**config.mk**
```make
export PLATFORM = sky130hd
export DESIGN_NAME = seg_scan_decoder_flat
export DESIGN_NICKNAME = d
export VERILOG_FILES = /design/src/rtl/seg_scan_if.sv /design/src/rtl/seg_scan_decoder.sv /design/src/flat_wrapper.sv
export SDC_FILE = /design/constraint.sdc
export NUM_CORES = 1
export LEC_CHECK = 0
export ABC_AREA = 1
export CAP_MARGIN = 20
export CORE_MARGIN = 1.5
export CORE_UTILIZATION = 57
export DETAILED_ROUTE_END_ITERATION = 8
export HOLD_SLACK_MARGIN = 0.1
export PLACE_DENSITY_LB_ADDON = 0.12
export SKIP_CTS_REPAIR_TIMING = 1
export SYNTH_ARGS = -nofsm -noshare
export SYNTH_HDL_FRONTEND = slang
export SYNTH_SLANG_ARGS = --single-unit
```
**constraint.sdc**
```tcl
create_clock -name clk -period 4.5 [get_ports clk]
set_input_delay 0.9 -clock clk [delete_from_list [all_inputs] [get_ports clk]]
set_output_delay 0.9 -clock clk [all_outputs]
set_load 0.05 [all_outputs]
```
**src/rtl/seg_scan_if.sv**
```systemverilog
// Bus between the multiplexed 7-segment scan pins and the read-back decoder.
// The dp capture port exists only when SEG_DP_CAPTURE_EN is defined.
interface seg_scan_if;
    logic [7:0]  segment;
    logic [7:0]  enable;
    logic [31:0] digits;
    logic        frame_valid;
    logic        frame_done;
    logic        digit_err;
    logic        enable_err;
`ifdef SEG_DP_CAPTURE_EN
    logic [7:0]  dp;

    modport master (output segment, enable,
                    input  digits, frame_valid, frame_done, digit_err, enable_err, dp);
    modport slave  (input  segment, enable,
                    output digits, frame_valid, frame_done, digit_err, enable_err, dp);
`else
    modport master (output segment, enable,
                    input  digits, frame_valid, frame_done, digit_err, enable_err);
    modport slave  (input  segment, enable,
                    output digits, frame_valid, frame_done, digit_err, enable_err);
`endif
endinterface

```
**src/rtl/seg_scan_decoder.sv**
```systemverilog
// Recovers 8 BCD digits from an active-low multiplexed 7-segment scan bus.
// Optional feature macro: SEG_DP_CAPTURE_EN (adds per-digit decimal-point capture).
module seg_scan_decoder #(
    parameter int unsigned SETTLE_CYCLES  = 4,
    parameter int unsigned TIMEOUT_CYCLES = 200000
) (
    input logic       clk,
    input logic       rst,
    seg_scan_if.slave bus
);
    localparam int unsigned STAB_W = $clog2(SETTLE_CYCLES + 1);
    localparam int unsigned TMO_W  = $clog2(TIMEOUT_CYCLES + 1);
    localparam int unsigned NDIG   = 8;

    // {enable, segment} through the synchroniser, plus one cycle of history
    logic [15:0]       sync1_q, cur_q, prev_q;
    logic [STAB_W-1:0] stab_q, stab_d;
    logic [TMO_W-1:0]  tmo_q, tmo_d;
    logic [7:0]        seen_q, seen_d;
    logic [31:0]       digits_q, digits_d;
    logic              frame_valid_q, frame_valid_d;
    logic              frame_done_q, frame_done_d;
    logic              digit_err_q, digit_err_d;
    logic              enable_err_q, enable_err_d;
`ifdef SEG_DP_CAPTURE_EN
    logic [7:0]        dp_q, dp_d;
`endif

    logic       cap_c, onehot_c, multi_c, tmo_hit_c;
    logic [7:0] en_low_c;
    logic [3:0] dec_c;

    function automatic logic [3:0] seg_decode(input logic [6:0] pat);
        logic [3:0] d;
        case (pat)
            7'b0000001: d = 4'h0;
            7'b1001111: d = 4'h1;
            7'b0010010: d = 4'h2;
            7'b0000110: d = 4'h3;
            7'b1001100: d = 4'h4;
            7'b0100100: d = 4'h5;
            7'b0100000: d = 4'h6;
            7'b0001111: d = 4'h7;
            7'b0000000: d = 4'h8;
            7'b0000100: d = 4'h9;
            7'b1111111: d = 4'hF;
            default:    d = 4'hE;
        endcase
        return d;
    endfunction

    assign en_low_c  = ~cur_q[15:8];
    assign onehot_c  = $onehot(en_low_c);
    assign multi_c   = (en_low_c != 8'h00) && !onehot_c;
    assign dec_c     = seg_decode(cur_q[7:1]);
    assign cap_c     = (cur_q == prev_q) && (stab_q == STAB_W'(SETTLE_CYCLES - 1));
    assign tmo_hit_c = (tmo_q == TMO_W'(TIMEOUT_CYCLES - 1));

    // Stability counting, capture, frame tracking and timeout
    always_comb begin
        stab_d        = stab_q;
        tmo_d         = tmo_q;
        seen_d        = seen_q;
        digits_d      = digits_q;
        frame_valid_d = frame_valid_q;
        frame_done_d  = 1'b0;
        digit_err_d   = 1'b0;
        enable_err_d  = 1'b0;
`ifdef SEG_DP_CAPTURE_EN
        dp_d          = dp_q;
`endif

        if (cur_q != prev_q) begin
            stab_d = '0;
        end else if (stab_q < STAB_W'(SETTLE_CYCLES)) begin
            stab_d = stab_q + STAB_W'(1);
        end

        if (tmo_q < TMO_W'(TIMEOUT_CYCLES)) begin
            tmo_d = tmo_q + TMO_W'(1);
        end
        if (tmo_hit_c) begin
            seen_d = '0;
        end

        // A successful capture overrides the timeout's counter and seen-mask effects
        if (cap_c && onehot_c) begin
            for (int unsigned i = 0; i < NDIG; i++) begin
                if (en_low_c[i]) begin
                    digits_d[4*i +: 4] = dec_c;
`ifdef SEG_DP_CAPTURE_EN
                    dp_d[i] = ~cur_q[0];
`endif
                end
            end
            digit_err_d = (dec_c == 4'hE);
            tmo_d       = '0;
            if ((seen_q | en_low_c) == 8'hFF) begin
                seen_d        = '0;
                frame_done_d  = 1'b1;
                frame_valid_d = 1'b1;
            end else begin
                seen_d = seen_q | en_low_c;
            end
        end else if (cap_c && multi_c) begin
            enable_err_d = 1'b1;
        end

        if (tmo_hit_c) begin
            frame_valid_d = 1'b0;
        end
    end

    always_ff @(posedge clk or posedge rst) begin
        if (rst) begin
            sync1_q       <= 16'hFFFF;
            cur_q         <= 16'hFFFF;
            prev_q        <= 16'hFFFF;
            stab_q        <= '0;
            tmo_q         <= '0;
            seen_q        <= '0;
            digits_q      <= 32'hFFFF_FFFF;
            frame_valid_q <= 1'b0;
            frame_done_q  <= 1'b0;
            digit_err_q   <= 1'b0;
            enable_err_q  <= 1'b0;
`ifdef SEG_DP_CAPTURE_EN
            dp_q          <= 8'h00;
`endif
        end else begin
            sync1_q       <= {bus.enable, bus.segment};
            cur_q         <= sync1_q;
            prev_q        <= cur_q;
            stab_q        <= stab_d;
            tmo_q         <= tmo_d;
            seen_q        <= seen_d;
            digits_q      <= digits_d;
            frame_valid_q <= frame_valid_d;
            frame_done_q  <= frame_done_d;
            digit_err_q   <= digit_err_d;
            enable_err_q  <= enable_err_d;
`ifdef SEG_DP_CAPTURE_EN
            dp_q          <= dp_d;
`endif
        end
    end

    assign bus.digits      = digits_q;
    assign bus.frame_valid = frame_valid_q;
    assign bus.frame_done  = frame_done_q;
    assign bus.digit_err   = digit_err_q;
    assign bus.enable_err  = enable_err_q;
`ifdef SEG_DP_CAPTURE_EN
    assign bus.dp          = dp_q;
`endif

endmodule

```
**src/flat_wrapper.sv**
```systemverilog
// flat-port wrapper written by rule: the top's interface ports become plain ports
module seg_scan_decoder_flat 
#(
    parameter int unsigned SETTLE_CYCLES  = 4,
    parameter int unsigned TIMEOUT_CYCLES = 200000
)
  (clk, rst, bus_segment, bus_enable, bus_digits, bus_frame_valid, bus_frame_done, bus_digit_err, bus_enable_err);
  seg_scan_if bus_i ();
  input logic clk;
  input logic rst;
  input wire logic [$bits(bus_i.segment)-1:0] bus_segment;
  input wire logic [$bits(bus_i.enable)-1:0] bus_enable;
  output wire logic [$bits(bus_i.digits)-1:0] bus_digits;
  output wire logic [$bits(bus_i.frame_valid)-1:0] bus_frame_valid;
  output wire logic [$bits(bus_i.frame_done)-1:0] bus_frame_done;
  output wire logic [$bits(bus_i.digit_err)-1:0] bus_digit_err;
  output wire logic [$bits(bus_i.enable_err)-1:0] bus_enable_err;
  assign bus_i.segment = bus_segment;
  assign bus_i.enable = bus_enable;
  assign bus_digits = bus_i.digits;
  assign bus_frame_valid = bus_i.frame_valid;
  assign bus_frame_done = bus_i.frame_done;
  assign bus_digit_err = bus_i.digit_err;
  assign bus_enable_err = bus_i.enable_err;
  seg_scan_decoder #(.SETTLE_CYCLES(SETTLE_CYCLES), .TIMEOUT_CYCLES(TIMEOUT_CYCLES)) u_core (.clk(clk), .rst(rst), .bus(bus_i));
endmodule
```
Word level (Yosys, flattened, before mapping)
Index checks and enable logic that the tools add are counted.
W data, S select, Z words.
{ "classes": {"add_sub_neg": 9, "bitwise_logic": 2, "eq_ne": 17, "n_reduce_logical": 20, "n_mux": 16, "magnitude_cmp": 2} }
{ "ops": {"columns": ["cell", "n"], "rows": [
  ["$pmux W4 S11", 1],
  ["$mux W18", 2],
  ["$mux W8", 3],
  ["$eq A7 B7 Y1 const B", 3],
  ["$add A18 B1 Y18 const B", 1],
  ["$eq A18 B18 Y1 const B", 1],
  ["$lt A18 B18 Y1 const B", 1],
  ["$reduce_and A2 Y1", 9],
  ["$eq A16 B16 Y1", 1],
  ["$ne A16 B16 Y1", 1],
  ["$eq A7 B3 Y1 const B", 2],
  ["$eq A7 B6 Y1 const B", 2],
  ["$add A4 B4 Y4", 3],
  ["$add A1 B1 Y2", 4],
  ["$eq A8 B8 Y1 const B", 1],
  ["$mux W1", 8],
  ["$not A8 Y8", 1],
  ["$or A8 B8 Y8", 1],
  ["$reduce_bool A2 Y1", 4],
  ["$reduce_bool A8 Y1", 1],
  ["$eq A7 B1 Y1 const B", 1],
  ["$eq A7 B4 Y1 const B", 1],
  ["$eq A7 B5 Y1 const B", 1],
  ["$logic_not A7 Y1", 1],
  ["other kinds (8)", 12]
]} }
{ "totals": {"word_cells": 84, "reg_bits": 113} }

Depth between registers and ports, before layout
Gate-level depths: netlist (run 1).
{ "depth": {"word_depth": 10, "ltp_mapped": 14} }

Least setup slack after synthesis (run 1)
Ideal clock, no wire load.
{ "synth_timing": {"kind": "flip-flop to flip-flop", "startpoint": "register u_core.cur_q[15]", "endpoint": "register u_core.seen_q[0]", "slack_ps": 874, "n_path_buf": 2, "arrival_ps": 3508, "synth_period_minus_slack_ps": 3626, "stages_incl_launch_ff": 15, "required_time_ps": 4382, "path_cell_list": "dfstp_2 -> inv_2 -> ha_1 -> fa_1 -> inv_1 -> fa_1 -> inv_1 -> ha_1 -> fa_1 -> nor4_1 -> buf_2 -> nand3_1 -> buf_2 -> nand3_1 -> nand2_1"} }
{ "synth_between": {"elab_chain_len": 7, "elab_cells_between_ends": 13, "classes_between": "add/sub: 3; eq/ne: 3; mux: 2; bitwise: 2; reduce/logical: 3"} }
{ "synth_lines": {"columns": ["element", "line_no", "source"], "rows": [
  ["start, declared", "seg_scan_decoder.sv:16", "logic [15:0] sync1_q, cur_q, prev_q;"],
  ["start signal, assigned", "seg_scan_decoder.sv:132", "cur_q <= sync1_q;"],
  ["$not A8 Y8", "seg_scan_decoder.sv:52", "assign en_low_c = ~cur_q[15:8];"],
  ["$add A1 B1 Y2 (implied by the code)", "seg_scan_decoder.sv:53", "assign onehot_c = $onehot(en_low_c);"],
  ["$add A4 B4 Y4 (implied by the code) (2 in series)", "seg_scan_decoder.sv:53", null],
  ["$eq A4 B1 Y1", "seg_scan_decoder.sv:53", null],
  ["$logic_and A1 B1 Y1", "seg_scan_decoder.sv:87", "if (cap_c && onehot_c) begin"],
  ["$mux W8 / $reduce_bool A2 Y1 (equally long branches)", null, null],
  ["end signal, assigned", "seg_scan_decoder.sv:136", "seen_q <= seen_d;"],
  ["end, declared", "seg_scan_decoder.sv:19", "logic [7:0] seen_q, seen_d;"]
]} }
Parallel ways exist; a longest one is shown, timed or not.
A chain may end at the register's enable or synchronous reset.

Final worst setup path (run 1)
{ "layout_timing": {"startpoint": "register u_core.cur_q[12]", "endpoint": "register u_core.seen_q[6]"} }
The elaborated chain is that of the path after synthesis.

==> flow_summary.yaml, run 1 <==
power:
  ir_drop_uv: 350
  comb_power_share_pct: 5.9
  switchingPower_uw: 586
  p_seq_share_pct: 43.5
  clkPwrFrac_pct: 50.6
  intPower_mw: 1.89
  p_leak_nw: 3.05
  total_power_mw: 2.48
  p_sw_share_pct: 23.7
  power_density_mw_per_mm2: 388
clocking:
  cts-root-buf: "clkbuf_8"
  cts.sinks: 113
  cts.clk_slew.worst_paths_ns: 0.06
  cts_max_path_buffers: 2
  clk_latency_ns: 0.50
  cts_made_buffers: 17
  htree_levels: 4
  cts_tree: "done"
worst_setup_path:
  cp_slowest_stage_delay_ns: 0.57
  cp-start-kind: "flip-flop"
  crit_top_cell: "inv_1"
  path_buf_inv: 4
  cp.required_ns: 4.94
  crit_type: "flip-flop to flip-flop"
  worstPathMaxFanout: 45
  worstPathCellList: "inv_1 -> ha_1 -> fa_1 -> inv_1 -> fa_1 -> inv_1 -> ha_1 -> fa_1 -> nor4_1 -> inv_1 -> nor2_8 -> nand3_1 -> nand2_1"
  crit_path_end_kind: "flip-flop"
  path_delay_family: "adder cells"
  r2r_slack_ns: 0.43
  arrival_ns: 4.50
  slowest_stage: "dfstp_2"
routing:
  antenna_left: 0
  num_vias: 4037
  drc_errors: 0
  totalWireLength_um: 10600
  dr.pass1.iters: 4
  viasPerCell: 5.24
  drtIter0Drc: 225
  wire_per_inst_um: 13.7
floorplan:
  initial_core_util_pct: 59.3
  rows: 34
  die_x_um: 98.5
  design.core.area_mm2: 0.00876
  dieArea_mm2: 0.00970
  fp.dieH_um: 98.5
  ioPinCount: 54
global_route:
  grt_pass1_wl_um: 18700
  overflow: 0
  grt_use_total_pct: 24.3
  grt_pass1_vias: 3952
  grt_max_degree: 77
  antenna_found_initial: 0
finish:
  insertedDiodeCount: 0
  layout_common_cells: "nand2_1, dfstp_2, nor2_1"
  nets: 685
  final_layout_size_suffix_gt1_share_pct: 19.0
  syn_to_final_growth_pct: 22.7
  final_common_cell: "nand2_1"
  utilization_pct: 72.8
logic_synthesis:
  synth_simple_gate_area_share_pct: 28.2
  ys_warn_count: 0
  syn_inst: 585
  synth_top_family_by_area: "simple AND/OR/NAND/NOR gates"
  yosysUniqueCellTypes: 31
  synthMuxAreaShare_pct: 0
  synth-seq-cells: 113
  synthAdderAreaFrac_pct: 4.67
  synth_xor_area_share_pct: 2.19
  ys_seq_area_share_pct: 56.3
  syn_nets: 620
  synth-compound-area-share_pct: 1.95
  synth_area_mm2: 0.00520
  syn_area_per_cell_um2: 8.88
placement:
  port_buffers: 53
  place_hpwl_um: 7220
  routabilityCongestion: 0.856
job:
  timing.max_cap.violations: 0
status:
  outcome: "finished, final reports clean"
sta:
  rsz0062_at_grt: "no"
  setup_tns_ns: 0
  hold_viol_final: 0
  slew_headroom_pct: 40.5
  fin_crit_ns: 4.07
  hold_ws_ns: 0.354
  setup_violations: 0
  slew_viol_final: 0
  period_share_pct: 90.4
  worstMarginPinSlew_ns: 0.892
  fmax_ghz: 0.246
  fin_skew_ns: 0.00791
hold_path:
  min_path_type: "flip-flop to flip-flop"
## cell families after synthesis
family / count (synthesis)
buffers and inverters: 83
adders and majority gates: 17
and+or+nand+nor: 340
xor gates and xnor gates: 13
AOI/OAI and AO/OA: 19
DFF: 113
## worst register-to-register path: stages (launching register included)
cell	delay, ns
dfstp_2	0.57
inv_1	0.14
ha_1	0.26
fa_1	0.50
inv_1	0.06
fa_1	0.52
inv_1	0.04
ha_1	0.22
fa_1	0.45
nor4_1	0.31
inv_1	0.18
nor2_8	0.50
nand3_1	0.17
nand2_1	0.10
## power by group through the flow
| stage | clock (mW) | sequential (mW) | combinational (mW) |
|---|---|---|---|
| global route | 1.33 | 1.08 | 0.167 |
| floorplan | 0 | 1.09 | 0.0973 |
| detailed placement | 0 | 1.09 | 0.145 |
| finish | 1.25 | 1.08 | 0.146 |
| global placement | 0 | 1.09 | 0.139 |
| CTS | 1.27 | 1.08 | 0.147 |
## cell usage after synthesis
cell type,instances,area (um2)
nand2_2,2,12.5
inv_1,68,255
dfstp_2,80,2100
nand3b_1,1,7.51
or2_1,1,6.26
buf_6,4,45.0
nand3_1,62,310
and2_1,1,6.26
a21oi_2,1,8.76
nor3_1,11,55.1
o21ai_1,1,5.00
xnor2_1,10,87.6
nor4_1,3,18.8
fa_1,4,80.1
dfrtp_1,33,826
nand2_1,168,631
or2_2,1,6.26
nor2_2,1,6.26
nor2_1,68,255
nand3_2,1,10.0
ha_1,13,163
a21oi_1,8,40.0
nand4_1,17,106
xor2_1,3,26.3
and3_1,2,12.5
clkbuf_1,2,7.51
o21ai_0,8,40.0
o21bai_1,1,7.51
buf_2,5,25.0
inv_2,4,15.0
nor2_8,1,20.0
## routing by layer
layer  GRT usage [%]  vias up  share of wire (%)
met5               0        -                  0
met3            5.89       17                5.2
met1            32.4     1908                 45
li1                -     1982                  -
met2            38.3      130                 48
met4            10.9        0                1.6
## area by class of cell
cell class	instances	area (um2)
clock buffers	21	460
repair buffers	57	561
fillers	641	2380
inverters	72	273
flip-flops and latches	113	2930
multi-input cells	389	1920
clock inverters	11	101
well taps	108	135
## per-stage QoR
stage                     instance area (um2)  instances  worst slack, ns
final                                    6380        771            0.433
after floorplan                          5200        585            0.745
after detailed placement                 5820        739            0.447
after CTS                                6380        771            0.419
after global routing                     6380        771            0.133
after global placement                   5820        739            0.542
## registers in the layout, summed over array words and instances, names as in the netlist
name and count:
u_core.bus.digit_err 1, u_core.bus.digits 32, u_core.bus.enable_err 1, u_core.bus.frame_done 1, u_core.bus.frame_valid 1, u_core.cur_q 16
u_core.prev_q 16, u_core.seen_q 8, u_core.stab_q 3, u_core.sync1_q 16, u_core.tmo_q 18
## worst paths after layout
check | from | to | cells past startpoint
max | u_core.cur_q[12] | u_core.seen_q[6] | 13
min | u_core.sync1_q[1] | u_core.cur_q[1] | 0
max reg2reg | u_core.cur_q[12] | u_core.seen_q[6] | 13
min reg2reg | u_core.sync1_q[1] | u_core.cur_q[1] | 0
max in group asynchronous | rst | u_core.bus.digits[29] | 3
min in group asynchronous | rst | u_core.bus.enable_err | 2
(Power assumes the default switching activity.)
==> run 2, diff against run 1 <==
--- a/config.mk
+++ b/config.mk
@@ -9,9 +9,10 @@
 export CAP_MARGIN = 20
 export CORE_MARGIN = 1.5
 export CORE_UTILIZATION = 57
+export CTS_CLUSTER_SIZE = 10
 export DETAILED_ROUTE_END_ITERATION = 8
 export HOLD_SLACK_MARGIN = 0.1
-export PLACE_DENSITY_LB_ADDON = 0.12
+export PLACE_DENSITY = 0.76
 export SKIP_CTS_REPAIR_TIMING = 1
 export SYNTH_ARGS = -nofsm -noshare
 export SYNTH_HDL_FRONTEND = slang
==> run 2 against run 1 <==
  * Die area unchanged
  * Total power grew 4.2%
  * Sequential power hardly changed
  * Setup slack improved by 0.029 ns
  * Non-clock buffer count unchanged
  * Clock skew decreased by 0.0014 ns
  * Sequential share of layout area fell by 0.35 points
  * Critical path type unchanged
==> flow_summary.yaml, run 2 (synthesis results as in run 1) <==
power:
  p_leak_nw: 3.08
  total_power_mw: 2.58
  ir_drop_uv: 326
  power_density_mw_per_mm2: 401
clocking:
  cts_tree: "done"
  cts.sinks: 113
  cts_made_buffers: 17
  cts_max_path_buffers: 2
  cts-root-buf: "clkbuf_8"
  clk_latency_ns: 0.51
  cts.clk_slew.worst_paths_ns: 0.06
  htree_levels: 4
global_route:
  grt_pass1_wl_um: 18400
  overflow: 0
  antenna_found_initial: 0
  grt_use_total_pct: 24.1
  grt_pass1_vias: 3905
  grt_max_degree: 72
finish:
  final-seq-area_mm2: 0.00293
  largest_register_ffs: 32
  nFillCells: 606
  syn_to_final_growth_pct: 23.7
  final_layout_size_suffix_gt1_share_pct: 19.3
  nets: 685
  multi_input_area_mm2: 0.00192
  layout_common_cells: "nand2_1, dfstp_2, nor2_1"
  insertedDiodeCount: 0
  final_common_cell: "nand2_1"
sta:
  slew_viol_final: 0
  hold_viol_final: 0
  fin_crit_ns: 4.04
  worstMarginPinSlew_ns: 0.872
  slew_headroom_pct: 41.7
  period_share_pct: 89.7
  fin_ws_ns: 0.462
  fin_skew_ns: 0.00654
  fmax_ghz: 0.248
  setup_violations: 0
  rsz0062_at_grt: "no"
  setup_tns_ns: 0
routing:
  met1_length_um: 4790
  totalWireLength_um: 10600
  viasPerCell: 5.27
  drtIter0Drc: 206
  route.top_layer_used: "met4"
  dr.pass1.iters: 5
  wl_met2_um: 5170
  wire_per_inst_um: 13.7
  num_vias: 4064
  drc_errors: 0
  wl_met3_um: 479
  antenna_left: 0
placement:
  port_buffers: 53
  place_hpwl_um: 7130
  routabilityCongestion: 0.898
  pre_cts_ws_ns: 0.461
status:
  outcome: "finished, final reports clean"
floorplan:
  rows: 34
  ioPinCount: 54
  design.core.area_mm2: 0.00876
  dieArea_mm2: 0.00970
  die_x_um: 98.5
  initial_core_util_pct: 59.3
  fp.dieH_um: 98.5
worst_setup_path:
  arrival_ns: 4.50
  cp-start-kind: "flip-flop"
  worstPathMaxFanout: 45
  cp_slowest_stage_delay_ns: 0.58
  rr_worst_depth: 13
  crit_path_end_kind: "flip-flop"
  crit_type: "flip-flop to flip-flop"
  slowest_stage: "dfstp_2"
  path_buf_inv: 4
  worstPathCellList: "inv_1 -> ha_1 -> fa_1 -> inv_1 -> fa_1 -> inv_1 -> ha_1 -> fa_1 -> nor4_1 -> inv_1 -> nor2_8 -> nand3_1 -> nand2_1"
  crit_top_cell: "inv_1"
  cp.required_ns: 4.96
  cp.depth: 13
  path_delay_family: "adder cells"
hold_path:
  whs_path_depth: 0
  min_path_type: "flip-flop to flip-flop"
job:
  timing.max_cap.violations: 0
[run 2: cell count changes in the layout (fill, tap and decap cells not counted), moves of 2 or more]
cell        change
bufinv_16       +2
clkbuf_1        -2
clkbuf_8        +2
clkinv_4        +2
clkinvlp_4      -2
[run 2: through the flow]
stage | cell area (um2) | hold slack, ns | util (%) | cells
2_1_floorplan | 5200 | 0.345 | - | 585
3_3_place_gp | 5820 | 0.346 | 66.4 | 739
3_5_place_dp | 5820 | 0.347 | 66.4 | 739
4_1_cts | 6430 | 0.355 | 73.4 | 771
5_1_grt | 6430 | 0.356 | 73.4 | 771
6_report | 6430 | 0.354 | 73.4 | 771
[run 2: power breakdown]
part,leakage [nW],switching [mW],internal [mW],total (mW)
sequential,1.28,0.0192,1.06,1.08
clock,0.294,0.470,0.888,1.36
combinational,1.51,0.0937,0.0515,0.145
[run 2: worst reg2reg max path, delay by kind of cell, from the launching register on]
kind | cells | cell delay (ns)
adders and majority gates | 5 | 1.87
buffers and inverters | 4 | 0.43
DFF | 1 | 0.58
and+or+nand+nor | 4 | 1.12
[run 2: area by class of cell]
type | instances | share of cell area (%)
clock buffer | 20 | 7.08
timing repair buffer | 57 | 8.72
sequential | 113 | 45.5
multi-input combinational | 389 | 29.9
inverter | 72 | 4.24
tap | 108 | 2.10
clock inverter | 12 | 2.41
[run 2: path summary, 6_finish.rpt]
| check | start | end | slack, ns |
|---|---|---|---|
| min in group asynchronous | rst | u_core.seen_q[6] | 0.92 |
| worst min-delay path | u_core.sync1_q[0] | u_core.cur_q[0] | 0.35 |
| max in group asynchronous | rst | u_core.bus.digits[31] | 2.72 |
| worst min register to register | u_core.sync1_q[0] | u_core.cur_q[0] | 0.35 |
| worst max-delay path | u_core.cur_q[11] | u_core.bus.digits[24] | 0.46 |
| worst max register to register | u_core.cur_q[11] | u_core.bus.digits[24] | 0.46 |
[run 2: per-layer routing]
layer / up-vias / global-route usage, %
met3: 14 / 5.53
li1: 1984 / -
met1: 1944 / 31.8
met4: 0 / 9.75
met2: 122 / 38.8
met5: - / 0
==> run 3, diff against run 2 <==
--- a/config.mk
+++ b/config.mk
@@ -9,10 +9,11 @@
 export CAP_MARGIN = 20
 export CORE_MARGIN = 1.5
 export CORE_UTILIZATION = 57
+export CTS_CLUSTER_DIAMETER = 40
 export CTS_CLUSTER_SIZE = 10
 export DETAILED_ROUTE_END_ITERATION = 8
 export HOLD_SLACK_MARGIN = 0.1
-export PLACE_DENSITY = 0.76
+export PLACE_DENSITY = 0.8
 export SKIP_CTS_REPAIR_TIMING = 1
 export SYNTH_ARGS = -nofsm -noshare
 export SYNTH_HDL_FRONTEND = slang
==> run 3 against run 2 <==
  * Sequential power hardly changed
  * Die area unchanged
  * Wire length rose by 4.0%
  * Clock skew up 0.0060 ns
  * Worst hold slack worse by 0.0011 ns
  * Sequential cell count unchanged
  * Largest cell class unchanged
  * Largest power group unchanged
  * Highest routed layer unchanged
==> flow_summary.yaml, run 3 (synthesis results as in run 1) <==
status:
  outcome: "finished, final reports clean"
finish:
  layout_common_cells: "nand2_1, dfstp_2, nor2_1"
  nFillCells: 601
  nets: 684
  insertedDiodeCount: 0
  postLayoutCellArea_mm2: 0.00636
  final_layout_size_suffix_gt1_share_pct: 19.0
  final_common_cell: "nand2_1"
  largest_register_ffs: 32
  multi_input_area_mm2: 0.00192
  utilization_pct: 72.6
  syn_to_final_growth_pct: 22.3
  finalNonFillerCells: 770
  final-seq-area_mm2: 0.00293
routing:
  wire_per_inst_um: 14.3
  viasPerCell: 5.31
  wl_met3_um: 581
  num_vias: 4092
  wl_met2_um: 5500
  met1_length_um: 4670
  antenna_left: 0
  drc_errors: 0
  totalWireLength_um: 11000
  route.top_layer_used: "met4"
  dr.pass1.iters: 5
  drtIter0Drc: 184
power:
  p_sw_share_pct: 24.3
  clkPwrFrac_pct: 49.4
  p_seq_share_pct: 44.4
  total_power_mw: 2.43
  ir_drop_uv: 381
  power_density_mw_per_mm2: 382
  comb_power_share_pct: 6.3
  switchingPower_uw: 589
  intPower_mw: 1.84
  p_leak_nw: 3.05
clocking:
  cts-root-buf: "clkbuf_8"
  clk_latency_ns: 0.51
  cts_max_path_buffers: 2
  cts_made_buffers: 17
  htree_levels: 4
  cts_tree: "done"
  cts.sinks: 113
  cts.clk_slew.worst_paths_ns: 0.06
floorplan:
  dieArea_mm2: 0.00970
  die_x_um: 98.5
  design.core.area_mm2: 0.00876
  initial_core_util_pct: 59.3
  rows: 34
  ioPinCount: 54
  fp.dieH_um: 98.5
placement:
  routabilityCongestion: 0.893
  port_buffers: 53
  pre_cts_ws_ns: 0.385
  placed_cell_area_mm2: 0.00582
  place_inst: 738
  place_hpwl_um: 7520
sta:
  hold_viol_final: 0
  fin_skew_ns: 0.0126
  fmax_ghz: 0.237
  rsz0062_at_grt: "no"
  hold_ws_ns: 0.353
  fin_ws_ns: 0.280
  slew_viol_final: 0
  period_share_pct: 93.8
  setup_tns_ns: 0
  setup_violations: 0
  worstMarginPinSlew_ns: 0.820
  slew_headroom_pct: 45.1
  fin_crit_ns: 4.22
worst_setup_path:
  crit_type: "flip-flop to flip-flop"
  rr_worst_depth: 13
  cp-start-kind: "flip-flop"
  cp-startpoint: "u_core.cur_q[12]"
  worstPathMaxFanout: 45
  cp.required_ns: 4.93
  r2r_start: "u_core.cur_q[12]"
  crit_path_end_kind: "flip-flop"
  arrival_ns: 4.66
global_route:
  overflow: 0
  antenna_found_initial: 0
  grt_pass1_vias: 4092
  grt_use_total_pct: 25.0
  grt_pass1_wl_um: 19100
  grt_max_degree: 64
hold_path:
  whs_path_depth: 0
  min_from: "u_core.sync1_q[7]"
  min_path_type: "flip-flop to flip-flop"
job:
  timing.max_cap.violations: 0
-- run 3: changes by cell type in the layout (fill, tap and decap cells not counted), sizes merged --
| cell | previous run | this run |
|---|---|---|
| buf | 4 | 3 |
| clkinv | 4 | 9 |
| inv | 74 | 73 |
| clkbuf | 20 | 18 |
| bufinv | 3 | 1 |
-- run 3: final cells by class --
cell class | instances | area share [%]
Tap cell | 108 | 2.13
Sequential cell | 113 | 46.0
Timing Repair Buffer | 56 | 8.89
Clock buffer | 18 | 6.57
Inverter | 72 | 4.29
Clock inverter | 14 | 1.85
Multi-Input combinational cell | 389 | 30.2
-- run 3: final timing paths --
kind | end | slack, ns
worst max-delay path | u_core.seen_q[0] | 0.28
min in group asynchronous | u_core.tmo_q[0] | 0.89
worst min register to register | u_core.cur_q[7] | 0.35
max in group asynchronous | u_core.prev_q[10] | 2.85
worst min-delay path | u_core.cur_q[7] | 0.35
worst max register to register | u_core.seen_q[0] | 0.28
-- run 3: power by group through the flow --
stage | sequential, mW | combinational (mW) | clock, mW
6_report | 1.08 | 0.153 | 1.20
5_1_grt | 1.08 | 0.172 | 1.26
4_1_cts | 1.08 | 0.152 | 1.21
3_5_place_dp | 1.09 | 0.148 | 0
3_3_place_gp | 1.09 | 0.140 | 0
2_1_floorplan | 1.09 | 0.0973 | 0
-- run 3: routing by layer --
metal	vias up	track usage (%)
li1	1973	-
met1	1959	31.4
met3	27	6.52
met4	0	10.8
met5	-	0
met2	133	41.1
-- run 3: critical path, cell delays in order (launching register included) --
cell	delay, ns
dfstp_2	0.56
inv_1	0.13
ha_1	0.26
fa_1	0.51
inv_1	0.06
fa_1	0.53
inv_1	0.05
ha_1	0.22
fa_1	0.45
nor4_1	0.37
inv_1	0.20
nor2_8	0.52
nand3_1	0.17
nand2_1	0.11
